**src/rtl/rtc_bus_arbiter.sv**
```systemverilog
// Round-robin two-master sequencer for the RTC register port.
// One RTC access per grant; the granted master gets a one-cycle ready pulse and registered read data.
module rtc_bus_arbiter #(
  parameter int unsigned ADDR_W     = 4,
  parameter int unsigned DATA_W     = 32,
  parameter int unsigned ACCESS_CYC = 1
) (
  input  logic              clk,
  input  logic              reset,
  input  logic              m0_req,
  input  logic              m0_wr,
  input  logic [ADDR_W-1:0] m0_addr,
  input  logic [DATA_W-1:0] m0_wdata,
  output logic              m0_ready,
  output logic [DATA_W-1:0] m0_rdata,
  input  logic              m1_req,
  input  logic              m1_wr,
  input  logic [ADDR_W-1:0] m1_addr,
  input  logic [DATA_W-1:0] m1_wdata,
  output logic              m1_ready,
  output logic [DATA_W-1:0] m1_rdata,
  output logic              s_cs,
  output logic              s_wr,
  output logic [ADDR_W-1:0] s_addr,
  output logic [DATA_W-1:0] s_wdata,
  input  logic [DATA_W-1:0] s_rdata,
  output logic              grant,
  output logic              busy
);

  typedef enum logic [1:0] {StIdle, StAccess, StResp} state_e;

  localparam logic [3:0] CntInit = 4'(ACCESS_CYC - 1);

  state_e     state;
  logic       last_grant;
  logic       acc_wr;
  logic [3:0] cnt;
  logic       pick;

  // On a tie the master that did not win last time gets the port.
  assign pick = (m0_req && m1_req) ? ~last_grant : m1_req;

  always_ff @(posedge clk or posedge reset) begin
    if (reset) begin
      state      <= StIdle;
      last_grant <= 1'b1;
      acc_wr     <= 1'b0;
      cnt        <= '0;
      grant      <= 1'b0;
      busy       <= 1'b0;
      s_cs       <= 1'b0;
      s_wr       <= 1'b0;
      s_addr     <= '0;
      s_wdata    <= '0;
      m0_ready   <= 1'b0;
      m1_ready   <= 1'b0;
      m0_rdata   <= '0;
      m1_rdata   <= '0;
    end else begin
      unique case (state)
        StIdle: begin
          if (m0_req || m1_req) begin
            state      <= StAccess;
            busy       <= 1'b1;
            s_cs       <= 1'b1;
            s_wr       <= pick ? m1_wr : m0_wr;
            acc_wr     <= pick ? m1_wr : m0_wr;
            s_addr     <= pick ? m1_addr : m0_addr;
            s_wdata    <= pick ? m1_wdata : m0_wdata;
            cnt        <= CntInit;
            grant      <= pick;
            last_grant <= pick;
          end
        end
        StAccess: begin
          // Write strobe lasts only the first access cycle; address and data stay frozen.
          s_wr <= 1'b0;
          if (cnt == 4'd0) begin
            s_cs <= 1'b0;
            if (!acc_wr) begin
              if (grant) m1_rdata <= s_rdata;
              else       m0_rdata <= s_rdata;
            end
            m0_ready <= ~grant;
            m1_ready <= grant;
            state    <= StResp;
          end else begin
            cnt <= cnt - 4'd1;
          end
        end
        StResp: begin
          m0_ready <= 1'b0;
          m1_ready <= 1'b0;
          busy     <= 1'b0;
          state    <= StIdle;
        end
        default: state <= StIdle;
      endcase
    end
  end

endmodule

```
**config.mk**
```make
export PLATFORM = sky130hd
export DESIGN_NAME = rtc_bus_arbiter
export DESIGN_NICKNAME = d
export VERILOG_FILES = /design/src/rtl/rtc_bus_arbiter.sv
export SDC_FILE = /design/constraint.sdc
export NUM_CORES = 1
export LEC_CHECK = 0
export ABC_AREA = 1
export CORE_UTILIZATION = 38
export CTS_CLUSTER_DIAMETER = 50
export CTS_CLUSTER_SIZE = 10
export DETAILED_ROUTE_END_ITERATION = 8
export GPL_TIMING_DRIVEN = 1
export PLACE_DENSITY_LB_ADDON = 0.15
export SYNTH_ARGS = -nofsm -noshare
export SYNTH_HDL_FRONTEND = slang
export SYNTH_SLANG_ARGS = --single-unit
export TNS_END_PERCENT = 30
```
**constraint.sdc**
```tcl
create_clock -name clk -period 3.68 [get_ports clk]
set_input_delay 0.736 -clock clk [delete_from_list [all_inputs] [get_ports clk]]
set_output_delay 0.736 -clock clk [all_outputs]
set_load 0.005 [all_outputs]
```
Word level (Yosys, flattened, before mapping):

Index checks and enable logic that the tools add are counted.

* output and inout port bits: 106
* word-level logic and storage cells: 59
* bits in registers: 114
* bits of input ports: 110

* muxes and demuxes: 20
* bitwise gates (word level): 3
* equal/unequal tests: 5
* reductions and logical operators: 16
* $add $sub $neg: 1

Operator list (number)
* 32-bit 2-to-1 mux: 1
* 4-bit 2-to-1 mux: 3
* 1-bit one-hot mux with 2 select lines: 5
* 2-bit AND reduction: 5
* 4-bit one-hot mux with 2 select lines: 1
* 4-bit AND reduction: 2
* 1-bit 2-to-1 mux: 7
* 2-bit inequality test, second input constant: 3
* 3-bit AND reduction: 2
* 2-bit nonzero test: 3
* 4-bit logical NOT: 1
* 2-bit 2-to-1 mux: 2
* 2-bit one-hot mux with 2 select lines: 1
* 4-bit by 1-bit subtractor with 4-bit output, second input constant: 1
* 1-bit inverter: 3
* 2-bit by 1-bit equality test with 1-bit output, second input constant: 1
* 2-bit equality test, second input constant: 1
* 2-bit logical NOT: 1
* 1-bit logical AND: 1
* 1-bit logical OR: 1

Logic depth before layout (Yosys ltp):

* depth after elaboration: 5
* gate-level depth with buffers: 8
* depth with buffers taken out: 7

Least setup slack after synthesis:

OpenSTA, ideal clock, no wires.

* path kind: input -> register
* from: in m0_req
* to: reg s_wdata[27]
* arrival: 1386 ps
* path buffers: 1
* library setup time: 83 ps
* stages: 6
* data required time: 3597 ps
* path slack: 2212 ps
* path through: nand2_1 nand2_1 inv_2 clkbuf_1 o21ai_0 o21ai_0

* longest elaborated chain between the ends: 3
* elaborated cells between the ends (all ways): 5
* classes of those cells: mux (2); reduce/logical (3)

Ends and longest elaborated chain
* start, declared: line 10 `input logic m0_req,`
* 1-bit logical AND: line 42 `assign pick = (m0_req && m1_req) ? ~last_grant : m1_req;`
* 1-bit 2-to-1 mux: line 42
* 32-bit 2-to-1 mux: line 70 `s_wdata <= pick ? m1_wdata : m0_wdata;`
* end signal, assigned: line 70
* end, declared: line 25 `output logic [DATA_W-1:0] s_wdata,`

Parallel ways exist; a longest one is shown, timed or not.
A chain may end at the register's enable or synchronous reset.

Worst setup path after layout:

* from: in m0_req
* to: reg s_wdata[4]

Same word-level chain as after synthesis.

==> results.tsv <==
stage	metric	value	unit
sta	fin_crit_sh	65.8	%
placed_design	gp_congestion	0.743	
sta	setup_viol	0	
die	design.die.area	13100	sq um
sta	tns	0	ns
power	ir_worst_vdd	0.435	mV
cts	htreeDepth	4	
die	num_rows	40	
cts	clk_pin_slew	0.05	ns
worst_setup_path	arrival	2.70	ns
synthesis	synth_area_per_cell	8.74	sq um
worst_setup_path	crit_path_max_fanout	37	
drt	drc	0	
drt	routed_via_density	4.83	
outcome	status	finished clean	
worst_setup_path	start_kind	input pin	
synthesis	synth_nets	660	
drt	vias	4533	
synthesis	ys_seq_area_share	59.6	%
cts	insertion_delay	0.41	ns
sta	slew_headroom	15.3	%
sta	hold_violations	0	
worst_hold_path	hold_class	flip-flop to flip-flop	
run	cap_violations	0	
drt	drt_iter0_drc	353	
die	io_pins	216	
worst_setup_path	path_common_cell	nand2_1	
global_routing	grt_usage	22.6	%
worst_setup_path	required	3.96	ns
global_routing	grt-ovfl-total	0	
drt	wl_per_cell	14.8	um
synthesis	syn_area	4790	sq um
sta	slew_viol_final	0	
die	start_util	39.4	%
placed_design	hpwlAfterDp	9490	um
worst_setup_path	critPathMaxStageDelay	0.53	ns
cts	cts-root-buf	clkbuf_16	
cts	numCtsBuffers	17	
synthesis	synth_seq_cells	114	
finish	layout-drive-gt1-share	7.13	%
drt	final_antenna_net_count	0	
sta	rsz0062_at_grt	no	
finish	synthToLayoutAreaGrowth	57.9	%
worst_setup_path	end_kind	flip-flop	
finish	nNetsFinal	871	
drt	drt_wl_total	13900	um
sta	layout_min_cycle_time	2.42	ns
global_routing	grt_pass1_vias	4576	
global_routing	grt_max_degree	73	
sta	fmax	413	MHz
worst_setup_path	crit_type	input pin to flip-flop	
cts	post_cts_buffers	0	
cts	cts_max_path_buffers	2	
synthesis	synth_cell_types	24	
power	powerDensity	864	nW/um^2
die	die_h	114	um
synthesis	netlist_instances	548	
cts	ctsHoldBuffers	0	
die	dieWidth	114	um
power	power.leakage	3.45	nW
finish	antenna_cells	0	
power	fin_total_pwr	6.54	mW
sta	clock_skew	0.00836	ns
finish	fillers	1093	
cts	tritoncts	built	
synthesis	synth.yosys.warnings	0	
sta	tightest_slew	1.27	ns
global_routing	grt_pass1_wl	22600	um
cts	cts.sinks	114	
worst_setup_path	crit_chain	clkdlybuf4s50_1, nand2_1, nand2_1, inv_2, o21ai_0, o21ai_1	
cts	cts_resized	0	
placed_design	numPortBuffers	215	
global_routing	antenna_found_initial	0	
drt	dr.pass1.iters	5	
worst_setup_path	slowest_stage	clkdlybuf4s50_1	
die	core	12200	sq um
==> worst max-delay path: cells and delay by family <==
kind | cells | cell delay [ns]
AO/OA/AOI/OAI | 2 | 0.46
AND/OR/NAND/NOR | 2 | 0.56
buffers and inverters | 2 | 0.95
==> final cells by class <==
cell class,instances,area (sq um),share of cell area [%]
Sequential cell,114,2850,37.7
Timing Repair Buffer,222,2220,29.3
Multi-Input combinational cell,391,1710,22.6
Clock buffer,17,425,5.62
Tap cell,168,210,2.78
Clock inverter,14,93.8,1.24
Inverter,13,52.6,0.695
==> logic make-up after synthesis <==
group | count (synthesis) | synth area share [%]
AOI/OAI and AO/OA | 83 | 8.80
xor gates and xnor gates | 1 | 0.183
buffers and inverters | 43 | 4.73
adders and majority gates | 2 | 0.522
and+or+nand+nor | 305 | 26.2
DFF | 114 | 59.6
==> worst paths after layout <==
| kind | start | endpoint | slack (ns) | depth (start not counted) |
|---|---|---|---|---|
| min in group asynchronous | reset | s_wdata[4] | 0.78 | 3 |
| max reg2reg | cnt[0] | m1_rdata[26] | 1.45 | 7 |
| min | m1_rdata[17] | m1_rdata[17] | 0.47 | 2 |
| min reg2reg | m1_rdata[17] | m1_rdata[17] | 0.47 | 2 |
| max | m0_req | s_wdata[4] | 1.26 | 6 |
| max in group asynchronous | reset | m0_rdata[18] | 2.42 | 3 |
==> flip-flops by register name, indices dropped and copies added, names as in the netlist, 2 cells and up <==
signal,flops
m0_rdata,32
m1_rdata,32
s_wdata,32
cnt,4
s_addr,4
state,2
==> placed cells by master (no fill, tap or decap), drive strengths merged <==
| cell | Yosys | final |
|---|---|---|
| o21ai | 82 | 82 |
| o211ai | 1 | 1 |
| ha | 2 | 2 |
| dfstp | 1 | 1 |
| nor3 | 1 | 1 |
| clkbuf | 10 | 17 |
| inv | 13 | 13 |
| clkdlybuf4s50 | 0 | 215 |
| nand2 | 219 | 219 |
| nand3 | 37 | 37 |
| dfrtp | 113 | 113 |
| xor2 | 1 | 1 |
| clkinv | 0 | 5 |
| nor2 | 47 | 47 |
| clkinvlp | 0 | 9 |
| buf | 20 | 7 |
| nand4 | 1 | 1 |
==> per-layer routing <==
| metal | vias up | share of wire [%] | wire length, um | global-route usage [%] |
|---|---|---|---|---|
| li1 | 2175 | - | - | - |
| met1 | 2137 | 42 | 5830 | 27.6 |
| met2 | 201 | 48 | 6660 | 36.8 |
| met3 | 20 | 8.9 | 1240 | 8.42 |
| met4 | 0 | 1.4 | 198 | 8.14 |
| met5 | - | 0 | 0 | 0 |
==> synthesized netlist by cell type, drive strengths merged <==
master	instances	area, sq um
nor2	47	198
o211ai	1	7.51
ha	2	25.0
nand2	219	837
nand3	37	198
dfrtp	113	2830
nand4	1	6.26
clkbuf	10	37.5
nor3	1	16.3
xor2	1	8.76
buf	20	140
o21ai	82	414
inv	13	48.8
dfstp	1	26.3
==> power breakdown <==
group,total [mW],internal [mW],switching [mW]
Sequential,2.27,1.89,0.373
Clock,1.43,0.847,0.582
Combinational,2.84,1.51,1.33
==> metrics by stage <==
| step | utilization [%] | instance area (sq um) | setup slack, ns | hold WS (ns) | instances |
|---|---|---|---|---|---|
| after floorplan | - | 4790 | 1.56 | 0.443 | 548 |
| after global placement | 57.9 | 7050 | 1.04 | 0.455 | 908 |
| after detailed placement | 57.9 | 7050 | 0.893 | 0.458 | 908 |
| after CTS | 62.2 | 7570 | 1.28 | 0.472 | 939 |
| after global routing | 62.2 | 7570 | 1.14 | 0.487 | 939 |
| final | 62.2 | 7570 | 1.26 | 0.470 | 939 |
(Power assumes the default switching activity.)
==> patch (same settings) <==
Set the parameter `DATA_W` to 16 (it was 32).
--- a/src/rtl/rtc_bus_arbiter.sv
+++ b/src/rtl/rtc_bus_arbiter.sv
@@ -4,3 +4,3 @@
   parameter int unsigned ADDR_W     = 4,
-  parameter int unsigned DATA_W     = 32,
+  parameter int unsigned DATA_W     = 16,
   parameter int unsigned ACCESS_CYC = 1
Interface: changed (6 resized); port bits go from 216 to 120. No check against the original RTL was run, so the function may have changed too.
==> patch against the original RTL <==
Die area is 38% lower. Cell count shrank 42%. Area after synthesis shrank 39%. Combinational power decreased by 43%. Sequential power down 43%. Final area is 42% lower. Setup slack improved by 0.089 ns. Wire length shrank 48%. Sequential cell count fell by 48. Critical path depth shrank 1. Power down 45%. Clock power shrank 51%. Register-to-register slack gained 0.41 ns. Global-route usage decreased by 4.2 points. Critical path type unchanged. Largest power group unchanged. Highest routed layer unchanged.
==> patch: results (changes against the original RTL) <==
| Metric | Value |
|---|---|
| H-tree levels | `3 (was 4)` |
| DRT Pass-1 Iters | `4 (was 5)` |
| Clock Path Buffers | `2 (unchanged)` |
| Worst reg2reg path depth | `5 (was 7)` |
| I/O Buffers | `119 (was 215)` |
| Antenna cells | `0 (unchanged)` |
| Crit Path Max Fanout | `22 (was 37)` |
| Top_reg_cell synth | `dfrtp_1 (unchanged)` |
| DP Wirelength | `5060 um (was 9490 um)` |
| Hold Startpoint | `last_grant (was m1_rdata[17])` |
| Gpl congestion | `0.747 (was 0.743)` |
| Worst hold slack | `0.474 ns (was 0.470 ns)` |
| Worst hold endpoint | `last_grant (was m1_rdata[17])` |
| Top Registers | `m0_rdata (16), m1_rdata (16), s_wdata (16) (was m0_rdata (32), m1_rdata (32), s_wdata (32))` |
| VDD IR max | `334 uV (was 435 uV)` |
| # resized after CTS | `0 (unchanged)` |
| Worst reg2reg endpoint | `m1_rdata[3] (was m1_rdata[26])` |
| Clk slew on worst S/H paths | `0.07 ns (was 0.05 ns)` |
| Post-synthesis sequential area ratio | `56.2% (was 59.6%)` |
| DP Area | `0.00419 mm2 (was 0.00705 mm2)` |
| Library cells used by synthesis | `27 (was 24)` |
| Post-synth top cells | `nand2_1, dfrtp_1, nand3_1, o21a_1, inv_1 (was nand2_1, dfrtp_1, o21ai_0, nor2_1, nand3_1)` |
| Number of global-route vias before repair | `2469 (was 4576)` |
| Worst r2r src | `grant (was cnt[0])` |
| Switching share of power | `34.7% (was 35.0%)` |
| First-pass GRT wire length | `11900 um (was 22600 um)` |
| Worst hold path depth | `2 (unchanged)` |
| Worst Skew | `0.00797 ns (was 0.00836 ns)` |
| Total Routing Usage GR | `18.4% (was 22.6%)` |
| Total of max-cap violations | `0 (unchanged)` |
| Later-pin clock latency in the skew report | `0.34 ns (was 0.41 ns)` |
| Synth warn | `0 (unchanged)` |
| Ranking of synthesized cells by area | `dfrtp_1, nand2_1, nand3_1 (was dfrtp_1, nand2_1, o21ai_0)` |
| Nets | `507 (was 871)` |
| Mapped Nets | `389 (was 660)` |
| Fill count | `675 (was 1093)` |
| CP arrival | `2.54 ns (was 2.70 ns)` |
| Total CTS buffers | `9 (was 17)` |
| Async SR Flop Fraction | `100% (unchanged)` |
| Hold Crit Class | `flop to flop (unchanged)` |
| Initial antenna violation count | `0 (unchanged)` |
| Slew margin rel. | `48.1% (was 15.3%)` |
| Leakage power | `1.99 nW (was 3.45 nW)` |
| Reg2Reg Setup Slack | `1.86 ns (was 1.45 ns)` |
| Largest net degree at the start of global routing | `45 (was 73)` |
| Drt initial violations | `91 (was 353)` |
| Root Driver | `clkbuf_8 (was clkbuf_16)` |
| Setup Buffers After CTS | `0 (unchanged)` |
| Status | `complete, no violations (unchanged)` |
| Routed via count | `2625 (was 4533)` |
| Layout cell share with drive strength beyond 1 | `8.04% (was 7.13%)` |
| Final WL | `7220 um (was 13900 um)` |
## patch: logic make-up (layout without fill, tap and decap cells)
group | Yosys count | in the layout | share of synthesized area, %
flops | 66 | 66 | 56.2
compound gates | 29 | 29 | 7.02
simple gates | 199 | 199 | 30.7
xor+xnor | 1 | 1 | 0.298
fa+ha+maj | 2 | 2 | 0.850
buf+inv | 28 | 151 | 4.93
## patch: power by group through the flow
| stage | logic (mW) | clock network, mW | registers, mW |
|---|---|---|---|
| global route | 1.79 | 0.733 | 1.35 |
| floorplan | 0.790 | 0 | 1.32 |
| detailed placement | 1.63 | 0 | 1.31 |
| CTS | 1.64 | 0.709 | 1.30 |
| global placement | 1.61 | 0 | 1.31 |
| finish | 1.62 | 0.695 | 1.30 |
## patch: through the flow
step / util [%] / worst slack (ns) / power, mW / cells
2_1_floorplan: - / 1.29 / 2.11 / 325
3_3_place_gp: 56.8 / 1.04 / 2.92 / 531
3_5_place_dp: 56.8 / 0.984 / 2.94 / 531
4_1_cts: 59.9 / 1.36 / 3.65 / 547
5_1_grt: 59.9 / 1.18 / 3.87 / 547
6_report: 59.9 / 1.35 / 3.62 / 547
## patch: routing by layer
metal,vias up,track usage [%],wire (um)
li1,1295,-,-
met1,1217,23.7,3210
met2,101,28.2,3290
met3,12,5.84,573
met4,0,8.74,150
met5,-,0,0
## patch: critical path, stage by stage
cell and delay, ns:
clkdlybuf4s50_1 0.74, nand2_1 0.51, or2_1 0.37, nand3_1 0.09, o21ai_1 0.08
## patch: area by class of cell
cell class | instances | share of cell area, %
Sequential cell | 66 | 37.4
Timing Repair Buffer | 123 | 27.7
Multi-Input combinational cell | 231 | 25.9
Clock buffer | 9 | 2.81
Tap cell | 99 | 2.81
Clock inverter | 7 | 2.30
Inverter | 12 | 1.05
## patch: worst max path at each step
stage / endpoint / from / slack [ns]
after floorplan: acc_wr / reset / 1.29
after global placement: acc_wr / m1_req / 1.04
after detailed placement: acc_wr / m1_req / 0.98
after CTS: acc_wr / m1_req / 1.36
after global routing: acc_wr / m0_req / 1.18
final: acc_wr / m1_req / 1.35
